`src/rtl/fma16_arb_seq_pkg.sv`:
```
// Shared types and constants for the two-requester fp16 FMA sequencer.
package fma16_pkg;

  localparam logic [4:0] EXP_ALL1 = 5'h1F;
  localparam int         NREQ     = 2;

  typedef enum logic [2:0] {
    IDLE,
    MUL,
    ADD,
    NORM,
    RND,
    RESP
  } fsm_t;

  typedef struct packed {
    logic nv;
    logic of;
    logic uf;
    logic nx;
  } flags_t;

  // Inf/NaN operand: exponent field all ones.
  function automatic logic is_special(input logic [15:0] v);
    return v[14:10] == EXP_ALL1;
  endfunction

endpackage

```
`src/rtl/fma16_arb_seq_if.sv`:
```
// Core-side request/response bundle: the core is the master, the sequencer the slave.
interface fma16_arb_seq_if;
  import fma16_pkg::*;

  logic [NREQ-1:0]    req_valid;
  logic [NREQ-1:0]    req_ready;
  logic [NREQ*16-1:0] req_x;
  logic [NREQ*16-1:0] req_y;
  logic [NREQ*16-1:0] req_z;
  logic [NREQ*2-1:0]  req_op;
  logic [NREQ*2-1:0]  req_rm;
  logic [NREQ-1:0]    rsp_valid;
  logic [NREQ-1:0]    rsp_ready;
  logic [15:0]        rsp_result;
  logic [3:0]         rsp_flags;

  modport master (
    output req_valid, req_x, req_y, req_z, req_op, req_rm, rsp_ready,
    input  req_ready, rsp_valid, rsp_result, rsp_flags
  );

  modport slave (
    input  req_valid, req_x, req_y, req_z, req_op, req_rm, rsp_ready,
    output req_ready, rsp_valid, rsp_result, rsp_flags
  );

endinterface

```
`src/rtl/fma16_arb_seq_rr_arb2.sv`:
```
// Two-way round-robin arbiter: a lone requester wins, a tie goes to the one not served last.
module rr_arb2 (
  input  logic [1:0] req_i,
  input  logic       last_i,
  output logic [1:0] gnt_o
);

  always_comb begin
    // NOTE: every output gets a default before the case so no path can infer a latch.
    gnt_o = 2'b00;
    case (req_i)
      2'b01:   gnt_o = 2'b01;
      2'b10:   gnt_o = 2'b10;
      2'b11:   gnt_o = last_i ? 2'b01 : 2'b10;
      default: gnt_o = 2'b00;
    endcase
  end

endmodule

```
`src/rtl/fma16_arb_seq.sv`:
```
// Arbitrates two requesters onto one multi-cycle fp16 FMA datapath, steps its stage
// enables, and holds the rounded result on the response port until the owner accepts.
module fma16_arb_seq
  import fma16_pkg::*;
#(
  parameter int STAGE_CYC    = 1,
  parameter bit FAST_SPECIAL = 1'b1
) (
  input  logic                  clk,
  input  logic                  reset_n,
  fma16_arb_seq_if.slave        core,
  output logic [15:0]           dp_x,
  output logic [15:0]           dp_y,
  output logic [15:0]           dp_z,
  output logic [1:0]            dp_op,
  output logic [1:0]            dp_rm,
  output logic                  dp_mul_en,
  output logic                  dp_add_en,
  output logic                  dp_norm_en,
  output logic                  dp_rnd_en,
  input  logic [15:0]           dp_result,
  input  logic [3:0]            dp_flags,
  output logic                  busy
);

  localparam int               CNT_W    = 3;
  localparam logic [CNT_W-1:0] CNT_LAST = CNT_W'(STAGE_CYC - 1);

  fsm_t             state_q, state_d;
  logic [CNT_W-1:0] cnt_q, cnt_d;
  logic             last_q;
  logic             owner_q;
  logic [15:0]      x_q, y_q, z_q;
  logic [1:0]       op_q, rm_q;
  logic [15:0]      result_q;
  flags_t           flags_q;

  logic [NREQ-1:0]  gnt;
  logic             gnt_idx;
  logic             grab;
  logic             latch;
  logic             stage_done;
  logic             special;

  rr_arb2 u_arb (
    .req_i  (core.req_valid),
    .last_i (last_q),
    .gnt_o  (gnt)
  );

  assign gnt_idx    = gnt[1];
  assign stage_done = (cnt_q == CNT_LAST);
  assign special    = FAST_SPECIAL &&
                      (is_special(x_q) || is_special(y_q) || is_special(z_q));

  always_comb begin
    state_d        = state_q;
    cnt_d          = cnt_q + 1'b1;
    grab           = 1'b0;
    latch          = 1'b0;
    dp_mul_en      = 1'b0;
    dp_add_en      = 1'b0;
    dp_norm_en     = 1'b0;
    dp_rnd_en      = 1'b0;
    core.req_ready = '0;
    core.rsp_valid = '0;
    case (state_q)
      IDLE: begin
        cnt_d          = '0;
        core.req_ready = gnt;
        if (|gnt) begin
          grab    = 1'b1;
          state_d = MUL;
        end
      end
      MUL: begin
        dp_mul_en = 1'b1;
        if (stage_done) state_d = special ? RND : ADD;
      end
      ADD: begin
        dp_add_en = 1'b1;
        if (stage_done) state_d = NORM;
      end
      NORM: begin
        dp_norm_en = 1'b1;
        if (stage_done) state_d = RND;
      end
      RND: begin
        dp_rnd_en = 1'b1;
        if (stage_done) begin
          latch   = 1'b1;
          state_d = RESP;
        end
      end
      RESP: begin
        cnt_d                   = '0;
        core.rsp_valid[owner_q] = 1'b1;
        // Only the owner's accept counts; the other requester's rsp_ready is ignored.
        if (core.rsp_ready[owner_q]) state_d = IDLE;
      end
      default: state_d = IDLE;
    endcase
    if (state_d != state_q) cnt_d = '0;
  end

  always_ff @(posedge clk or negedge reset_n) begin
    if (!reset_n) begin
      state_q  <= IDLE;
      cnt_q    <= '0;
      last_q   <= 1'b1;
      owner_q  <= 1'b0;
      x_q      <= '0;
      y_q      <= '0;
      z_q      <= '0;
      op_q     <= '0;
      rm_q     <= '0;
      result_q <= '0;
      flags_q  <= '0;
    end else begin
      // NOTE: sequential state uses non-blocking assignments so every register samples pre-edge values.
      state_q <= state_d;
      cnt_q   <= cnt_d;
      if (grab) begin
        owner_q <= gnt_idx;
        last_q  <= gnt_idx;
        x_q     <= gnt_idx ? core.req_x[31:16] : core.req_x[15:0];
        y_q     <= gnt_idx ? core.req_y[31:16] : core.req_y[15:0];
        z_q     <= gnt_idx ? core.req_z[31:16] : core.req_z[15:0];
        op_q    <= gnt_idx ? core.req_op[3:2]  : core.req_op[1:0];
        rm_q    <= gnt_idx ? core.req_rm[3:2]  : core.req_rm[1:0];
      end
      if (latch) begin
        result_q <= dp_result;
        flags_q  <= dp_flags;
      end
    end
  end

  assign dp_x            = x_q;
  assign dp_y            = y_q;
  assign dp_z            = z_q;
  assign dp_op           = op_q;
  assign dp_rm           = rm_q;
  assign core.rsp_result = result_q;
  assign core.rsp_flags  = flags_q;
  assign busy            = (state_q != IDLE);

endmodule

```
`src/flat_wrapper.sv`:
```
// flat-port wrapper written by rule: the top's interface ports become plain ports
module fma16_arb_seq_flat import fma16_pkg::*;
#(
  parameter int STAGE_CYC    = 1,
  parameter bit FAST_SPECIAL = 1'b1
)
  (clk, reset_n, dp_x, dp_y, dp_z, dp_op, dp_rm, dp_mul_en, dp_add_en, dp_norm_en, dp_rnd_en, dp_result, dp_flags, busy, core_req_valid, core_req_x, core_req_y, core_req_z, core_req_op, core_req_rm, core_rsp_ready, core_req_ready, core_rsp_valid, core_rsp_result, core_rsp_flags);
  fma16_arb_seq_if core_i ();
  input  logic clk;
  input  logic reset_n;
  output logic [15:0] dp_x;
  output logic [15:0] dp_y;
  output logic [15:0] dp_z;
  output logic [1:0] dp_op;
  output logic [1:0] dp_rm;
  output logic dp_mul_en;
  output logic dp_add_en;
  output logic dp_norm_en;
  output logic dp_rnd_en;
  input  logic [15:0] dp_result;
  input  logic [3:0] dp_flags;
  output logic busy;
  input wire logic [$bits(core_i.req_valid)-1:0] core_req_valid;
  input wire logic [$bits(core_i.req_x)-1:0] core_req_x;
  input wire logic [$bits(core_i.req_y)-1:0] core_req_y;
  input wire logic [$bits(core_i.req_z)-1:0] core_req_z;
  input wire logic [$bits(core_i.req_op)-1:0] core_req_op;
  input wire logic [$bits(core_i.req_rm)-1:0] core_req_rm;
  input wire logic [$bits(core_i.rsp_ready)-1:0] core_rsp_ready;
  output wire logic [$bits(core_i.req_ready)-1:0] core_req_ready;
  output wire logic [$bits(core_i.rsp_valid)-1:0] core_rsp_valid;
  output wire logic [$bits(core_i.rsp_result)-1:0] core_rsp_result;
  output wire logic [$bits(core_i.rsp_flags)-1:0] core_rsp_flags;
  assign core_i.req_valid = core_req_valid;
  assign core_i.req_x = core_req_x;
  assign core_i.req_y = core_req_y;
  assign core_i.req_z = core_req_z;
  assign core_i.req_op = core_req_op;
  assign core_i.req_rm = core_req_rm;
  assign core_i.rsp_ready = core_rsp_ready;
  assign core_req_ready = core_i.req_ready;
  assign core_rsp_valid = core_i.rsp_valid;
  assign core_rsp_result = core_i.rsp_result;
  assign core_rsp_flags = core_i.rsp_flags;
  fma16_arb_seq #(.STAGE_CYC(STAGE_CYC), .FAST_SPECIAL(FAST_SPECIAL)) u_core (.clk(clk), .reset_n(reset_n), .core(core_i), .dp_x(dp_x), .dp_y(dp_y), .dp_z(dp_z), .dp_op(dp_op), .dp_rm(dp_rm), .dp_mul_en(dp_mul_en), .dp_add_en(dp_add_en), .dp_norm_en(dp_norm_en), .dp_rnd_en(dp_rnd_en), .dp_result(dp_result), .dp_flags(dp_flags), .busy(busy));
endmodule
```
`config.mk`:
```
export PLATFORM = sky130hd
export DESIGN_NAME = fma16_arb_seq_flat
export DESIGN_NICKNAME = d
export VERILOG_FILES = /design/src/rtl/fma16_arb_seq_pkg.sv /design/src/rtl/fma16_arb_seq_if.sv /design/src/rtl/fma16_arb_seq_rr_arb2.sv /design/src/rtl/fma16_arb_seq.sv /design/src/flat_wrapper.sv
export SDC_FILE = /design/constraint.sdc
export NUM_CORES = 1
export LEC_CHECK = 0
export ABC_AREA = 1
export BUFFER_PORTS_ARGS = -buffer_cell sky130_fd_sc_hd__buf_2
export CORE_MARGIN = 2
export CORE_UTILIZATION = 40
export CTS_CLUSTER_DIAMETER = 30
export DETAILED_ROUTE_END_ITERATION = 10
export PLACE_DENSITY_LB_ADDON = 0.08
export SETUP_SLACK_MARGIN = 0.2
export SYNTH_ARGS = -nofsm -noshare
export SYNTH_HDL_FRONTEND = slang
export SYNTH_SLANG_ARGS = --single-unit
```
`constraint.sdc`:
```
create_clock -name clk -period 3.05 [get_ports clk]
set_clock_uncertainty 0.15 [all_clocks]
set_input_delay 0 -clock clk [delete_from_list [all_inputs] [get_ports clk]]
set_output_delay 0 -clock clk [all_outputs]
set_load 0.01 [all_outputs]
```
==> flow_metrics.py, run 1 <==
metrics = {
    "die": {
        "fp.coreArea_mm2": 0.0103,
        "start_util": 0.411,
        "die-area_mm2": 0.0114,
        "die_y_um": 107,
        "die_w_um": 107,
        "rows": 37,
        "ioPinCount": 211,
    },
    "global_route": {
        "first_global_vias": 4266,
        "antenna_found_initial": 0,
        "grt_max_degree": 81,
        "globalRouteOverflowTotal": 0,
        "grt_pass1_wl_um": 19700,
        "grt_use_total": 0.216,
    },
    "yosys": {
        "synth_area_mm2": 0.00424,
        "seq_area_frac_synth": 0.472,
        "syn_area_per_cell_um2": 10.2,
        "synth-seq-cells": 80,
        "yosys_warnings": 0,
        "syn_nets": 547,
        "yosysTopAreaCell": "dfrtp_1",
        "yosysUniqueCellTypes": 30,
        "synth_top_area_share": 0.466,
        "synthTopCellsByArea": "dfrtp_1 (47%), o31ai_2 (15%), nor2_1 (11%)",
        "syn-instance-count": 415,
    },
    "place": {
        "place_inst": 739,
        "place.gp.congestion": 0.833,
        "preCtsSetupSlack_ps": 799,
        "dp_hpwl_um": 7560,
        "port_buffers": 210,
    },
    "setup_path": {
        "crit_required_ps": 3160,
        "endpoint_kind": "register",
        "crit_chain": "inv_1, o21ai_4, buf_4, nor2_1, o31ai_2, dlygate4sd3_1",
        "crit_slowest_cell": "dlygate4sd3_1",
        "path_max_fanout": 35,
        "reg2reg_from": "u_core.last_q$_DFFE_PN1P_",
        "regToRegSetupSlack_ps": 360,
        "slowest_delay_ps": 580,
        "start_kind": "register",
        "rr_worst_depth": 6,
        "r2r-end": "u_core.dp_z[11]$_DFFE_PN0P_",
        "critical_path_arrival_ps": 2810,
        "path_class": "reg2reg",
    },
    "final_layout": {
        "syn_to_final_growth_pct": 58.9,
        "layout.nets": 873,
        "layout_commonest_cell": "buf_2",
        "layout_common_cells": "buf_2 (209), dlygate4sd3_1 (127), nor2_1 (122)",
        "fin_cells": 881,
        "antenna_cells": 0,
        "postLayoutCoreUtil": 0.653,
        "drive_above_1_share": 0.479,
    },
    "sta": {
        "rsz0062_at_grt": "no",
        "worst_slack_ps": 356,
        "hold_violations": 0,
        "period_share": 0.883,
        "slew_violations": 0,
        "setup_viol": 0,
        "fin_setup_tns_ps": 0,
        "tightest_slew_ps": 1030,
        "fin_crit_ps": 2690,
        "fmax_ghz": 0.371,
        "slew_headroom": 0.314,
    },
    "min_path": {
        "hold_path.class": "in2reg",
        "worstHoldPathCells": 5,
        "min_to": "u_core.last_q$_DFFE_PN1P_",
        "hold_path_startpoint": "core_req_valid[1]",
    },
    "clocking": {
        "postCtsSetupBuffers": 0,
        "clock-sinks": 80,
        "ctsRootBufferMaster": "clkbuf_8",
        "cts_buffers": 9,
        "cts_tree": "done",
        "clk_latency_ps": 330,
        "cts_buffer_depth": 2,
        "cts.htree.levels": 3,
        "cts.clk_slew.worst_paths_ps": 70,
    },
    "run_status": {
        "outcome": "finished, final reports clean",
    },
    "route": {
        "wire_per_inst_um": 13.8,
        "avgViaCountPerCell": 4.71,
        "dr.pass1.iters": 5,
        "vias": 4150,
        "drt-total-wl_um": 12100,
        "drt_iter0_drc": 275,
        "drc": 0,
        "drtAntennaViolNets": 0,
    },
    "pwr": {
        "cellLeakagePower_nw": 3.36,
        "vdd_ir_drop_max_mv": 0.449,
        "fin_total_pwr_mw": 6.31,
        "power_per_cell_area_mw_per_mm2": 937,
    },
    "run": {
        "maxCapViolations": 0,
    },
}
Yosys cell counts (all sizes together):
cell	n
o21ai	4
buf	20
clkbuf	5
nor3	3
or2	1
dfrtp	79
nand3	8
a211oi	1
nand4	1
dfstp	1
xor2	1
o31ai	52
nor2	124
inv	17
nand2	72
a21oi	3
ha	2
a21o	1
mux2	20
worst max-delay path, delay by kind of cell (launching register included):
kind | cells | cell delay (ps)
buffers and inverters | 3 | 1120
AOI/OAI and AO/OA | 2 | 690
DFF | 1 | 520
and+or+nand+nor | 1 | 110
where the power goes:
part	switching (mW)	internal, mW
Sequential	0.366	1.59
Clock	0.378	0.456
Combinational	1.66	1.86
metrics by stage:
step | instance area [um^2] | hold WS, ps
2_1_floorplan | 4240 | -446
3_3_place_gp | 5270 | 82.3
3_5_place_dp | 5270 | 86.1
4_1_cts | 6740 | 114
5_1_grt | 6740 | 198
6_report | 6740 | 131
logic make-up (layout without fill, tap and decap cells):
family / Yosys count / count (layout) / synth area share
adders and majority gates: 2 / 2 / 0.00590
buffers and inverters: 42 / 372 / 0.0726
AOI/OAI and AO/OA: 61 / 61 / 0.168
DFF: 80 / 80 / 0.472
muxes: 20 / 20 / 0.0531
xor gates and xnor gates: 1 / 1 / 0.00207
and+or+nand+nor: 209 / 209 / 0.226
worst max path at each step:
| stage | from | end | slack [ps] |
|---|---|---|---|
| final | u_core.last_q$_DFFE_PN1P_ | u_core.dp_z[11]$_DFFE_PN0P_ | 360 |
| after global routing | u_core.last_q$_DFFE_PN1P_ | u_core.dp_z[11]$_DFFE_PN0P_ | 220 |
| after CTS | u_core.last_q$_DFFE_PN1P_ | u_core.dp_y[4]$_DFFE_PN0P_ | 240 |
| after detailed placement | u_core.last_q$_DFFE_PN1P_ | u_core.dp_y[4]$_DFFE_PN0P_ | 800 |
| after global placement | u_core.last_q$_DFFE_PN1P_ | u_core.dp_z[7]$_DFFE_PN0P_ | 850 |
| after floorplan | u_core.cnt_q[0]$_DFF_PN0_ | u_core.core.rsp_flags[0]$_DFFE_PN0P_ | 1460 |
per-layer routing:
layer  vias to the layer above  track usage  routed length, um
li1                       2016            -                  -
met1                      1980        0.271               5230
met2                       140        0.375               6140
met3                        14       0.0389                602
met4                         0       0.0733                174
met5                         -            0                  0
what timing repair did:
item	in CTS	in global routing
gates resized for setup	0	2
setup endpoints to repair	0	52
hold buffers	127	0
hold endpoints to repair	153	0
registers in the layout (all words and copies together), names as in the netlist, 2 cells and up:
signal	flops
u_core.dp_x	16
u_core.dp_y	16
u_core.dp_rm	2
u_core.core.rsp_result	16
u_core.cnt_q	3
u_core.dp_op	2
u_core.state_q	3
u_core.core.rsp_flags	4
u_core.dp_z	16
area by class of cell:
class                      instances  area [um^2]
sequential                        80         2000
tap                              136          170
clock buffer                      11          131
clock inverter                     4         70.1
multi-input combinational        293         1940
inverter                          17         66.3
timing repair buffer             340         2360
fill                             889         3580
No activity file was read; power rests on OpenSTA's default activity.
==> run 2: changes to the inputs <==
MAX_ROUTING_LAYER = met4   (was unset)
==> run 2 against run 1 <==
Effect of this change:
- critical path type unchanged
- clock-buffer cell count unchanged
- worst hold slack got worse by 12 ps
- fmax increased by 0.17%
- die area unchanged
==> flow_metrics.py, run 2 (synthesis gave the netlist of run 1 again) <==
metrics = {
    "run_status": {
        "outcome": "finished, final reports clean",
    },
    "place": {
        "dp_hpwl_um": 7560,
        "placed_cell_area_mm2": 0.00527,
        "port_buffers": 210,
        "place.gp.congestion": 0.846,
    },
    "sta": {
        "fin_setup_tns_ps": 0,
        "rsz0062_at_grt": "no",
        "period_share": 0.882,
        "setup_viol": 0,
        "slew_headroom": 0.310,
        "tightest_slew_ps": 1030,
        "hold_violations": 0,
        "fmax_ghz": 0.372,
        "slew_violations": 0,
        "fin_crit_ps": 2690,
    },
    "route": {
        "drtAntennaViolNets": 0,
        "vias": 4149,
        "drt_iter0_drc": 278,
        "drt-total-wl_um": 12200,
        "drc": 0,
        "dr.pass1.iters": 4,
        "wire_per_inst_um": 13.8,
        "avgViaCountPerCell": 4.71,
    },
    "global_route": {
        "globalRouteOverflowTotal": 0,
        "grt_max_degree": 81,
        "grt_use_total": 0.223,
        "antenna_found_initial": 0,
        "grt_pass1_wl_um": 19700,
        "first_global_vias": 4267,
    },
    "min_path": {
        "hold_path.class": "in2reg",
        "worstHoldPathCells": 5,
        "hold_path_startpoint": "core_req_valid[1]",
        "min_to": "u_core.last_q$_DFFE_PN1P_",
    },
    "die": {
        "die-area_mm2": 0.0114,
        "start_util": 0.411,
        "die_w_um": 107,
        "fp.coreArea_mm2": 0.0103,
        "ioPinCount": 211,
        "rows": 37,
        "die_y_um": 107,
    },
    "setup_path": {
        "path_class": "reg2reg",
        "crit_chain": "inv_1, o21ai_4, buf_4, nor2_1, o31ai_2, dlygate4sd3_1",
        "slowest_delay_ps": 580,
        "crit_slowest_cell": "dlygate4sd3_1",
        "rr_worst_depth": 6,
        "critical_path_arrival_ps": 2810,
        "path_max_fanout": 35,
        "start_kind": "register",
        "crit_required_ps": 3170,
        "r2r-end": "u_core.dp_z[11]$_DFFE_PN0P_",
        "regToRegSetupSlack_ps": 360,
        "reg2reg_from": "u_core.last_q$_DFFE_PN1P_",
        "endpoint_kind": "register",
    },
    "final_layout": {
        "antenna_cells": 0,
        "nFillCells": 889,
        "layout_commonest_cell": "buf_2",
        "layout.nets": 873,
        "syn_to_final_growth_pct": 58.9,
        "design_area_mm2": 0.00674,
        "layout_common_cells": "buf_2 (209), dlygate4sd3_1 (127), nor2_1 (122)",
        "drive_above_1_share": 0.479,
    },
    "clocking": {
        "cts.clk_slew.worst_paths_ps": 80,
        "cts_tree": "done",
        "cts_buffers": 9,
        "cts_buffer_depth": 2,
        "clock-sinks": 80,
        "clk_latency_ps": 340,
        "ctsRootBufferMaster": "clkbuf_8",
        "cts.htree.levels": 3,
        "postCtsSetupBuffers": 0,
    },
    "pwr": {
        "cellLeakagePower_nw": 3.36,
        "vdd_ir_drop_max_mv": 0.449,
        "power_per_cell_area_mw_per_mm2": 937,
    },
    "run": {
        "maxCapViolations": 0,
    },
}
==> run 2: cell counts in the layout (fill, tap and decap cells not counted) <==
Identical to the previous run, type by type.
==> run 2: how the worst max path moves through the flow <==
stage,startpoint,end,depth (start not counted)
floorplan,u_core.cnt_q[0]$_DFF_PN0_,u_core.core.rsp_flags[0]$_DFFE_PN0P_,7
global placement,u_core.last_q$_DFFE_PN1P_,u_core.dp_z[7]$_DFFE_PN0P_,5
detailed placement,u_core.last_q$_DFFE_PN1P_,u_core.dp_y[4]$_DFFE_PN0P_,5
CTS,u_core.last_q$_DFFE_PN1P_,u_core.dp_y[4]$_DFFE_PN0P_,6
global route,u_core.last_q$_DFFE_PN1P_,u_core.dp_z[11]$_DFFE_PN0P_,6
finish,u_core.last_q$_DFFE_PN1P_,u_core.dp_z[11]$_DFFE_PN0P_,6
==> run 2: final cells by class <==
type / count / area [um^2] / share of cell area
Multi-Input combinational cell: 293 / 1940 / 0.288
Inverter: 17 / 66.3 / 0.00984
Clock inverter: 4 / 70.1 / 0.0104
Clock buffer: 11 / 131 / 0.0195
Sequential cell: 80 / 2000 / 0.297
Timing Repair Buffer: 340 / 2360 / 0.350
Tap cell: 136 / 170 / 0.0252
==> run 2: what timing repair did <==
item | 4_1_cts | 5_1_grt
endpoints found under the hold margin | 153 | 0
hold buffers | 127 | 0
endpoints found under the setup margin | 0 | 52
resized for setup | 0 | 2
==> run 2: per-layer routing <==
metal	GRT usage	wire, um	vias up
met3	0.0395	617	19
met4	0.0677	214	0
li1	-	-	2014
met1	0.274	5180	1969
met5	-	0	-
met2	0.375	6170	147
==> run 2: power by group <==
group | switching [mW] | internal, mW
registers | 0.366 | 1.59
logic | 1.66 | 1.86
clock network | 0.382 | 0.455
==> run 2: per-stage QoR <==
| step | instances | worst slack, ps | total power, mW | hold WS, ps | util |
|---|---|---|---|---|---|
| floorplan | 415 | 1460 | 4.01 | -446 | - |
| global placement | 739 | 850 | 4.67 | 82.3 | 0.510 |
| detailed placement | 739 | 799 | 4.73 | 86.1 | 0.510 |
| CTS | 881 | 238 | 6.32 | 114 | 0.653 |
| global route | 881 | 219 | 6.80 | 196 | 0.653 |
| finish | 881 | 360 | 6.32 | 119 | 0.653 |
==> run 2: worst max-delay path: cells and delay by family, from the launching register on <==
| family | cells | cell delay [ps] |
|---|---|---|
| buffers and inverters | 3 | 1120 |
| AO/OA/AOI/OAI | 2 | 690 |
| flip-flops | 1 | 520 |
| AND/OR/NAND/NOR | 1 | 110 |
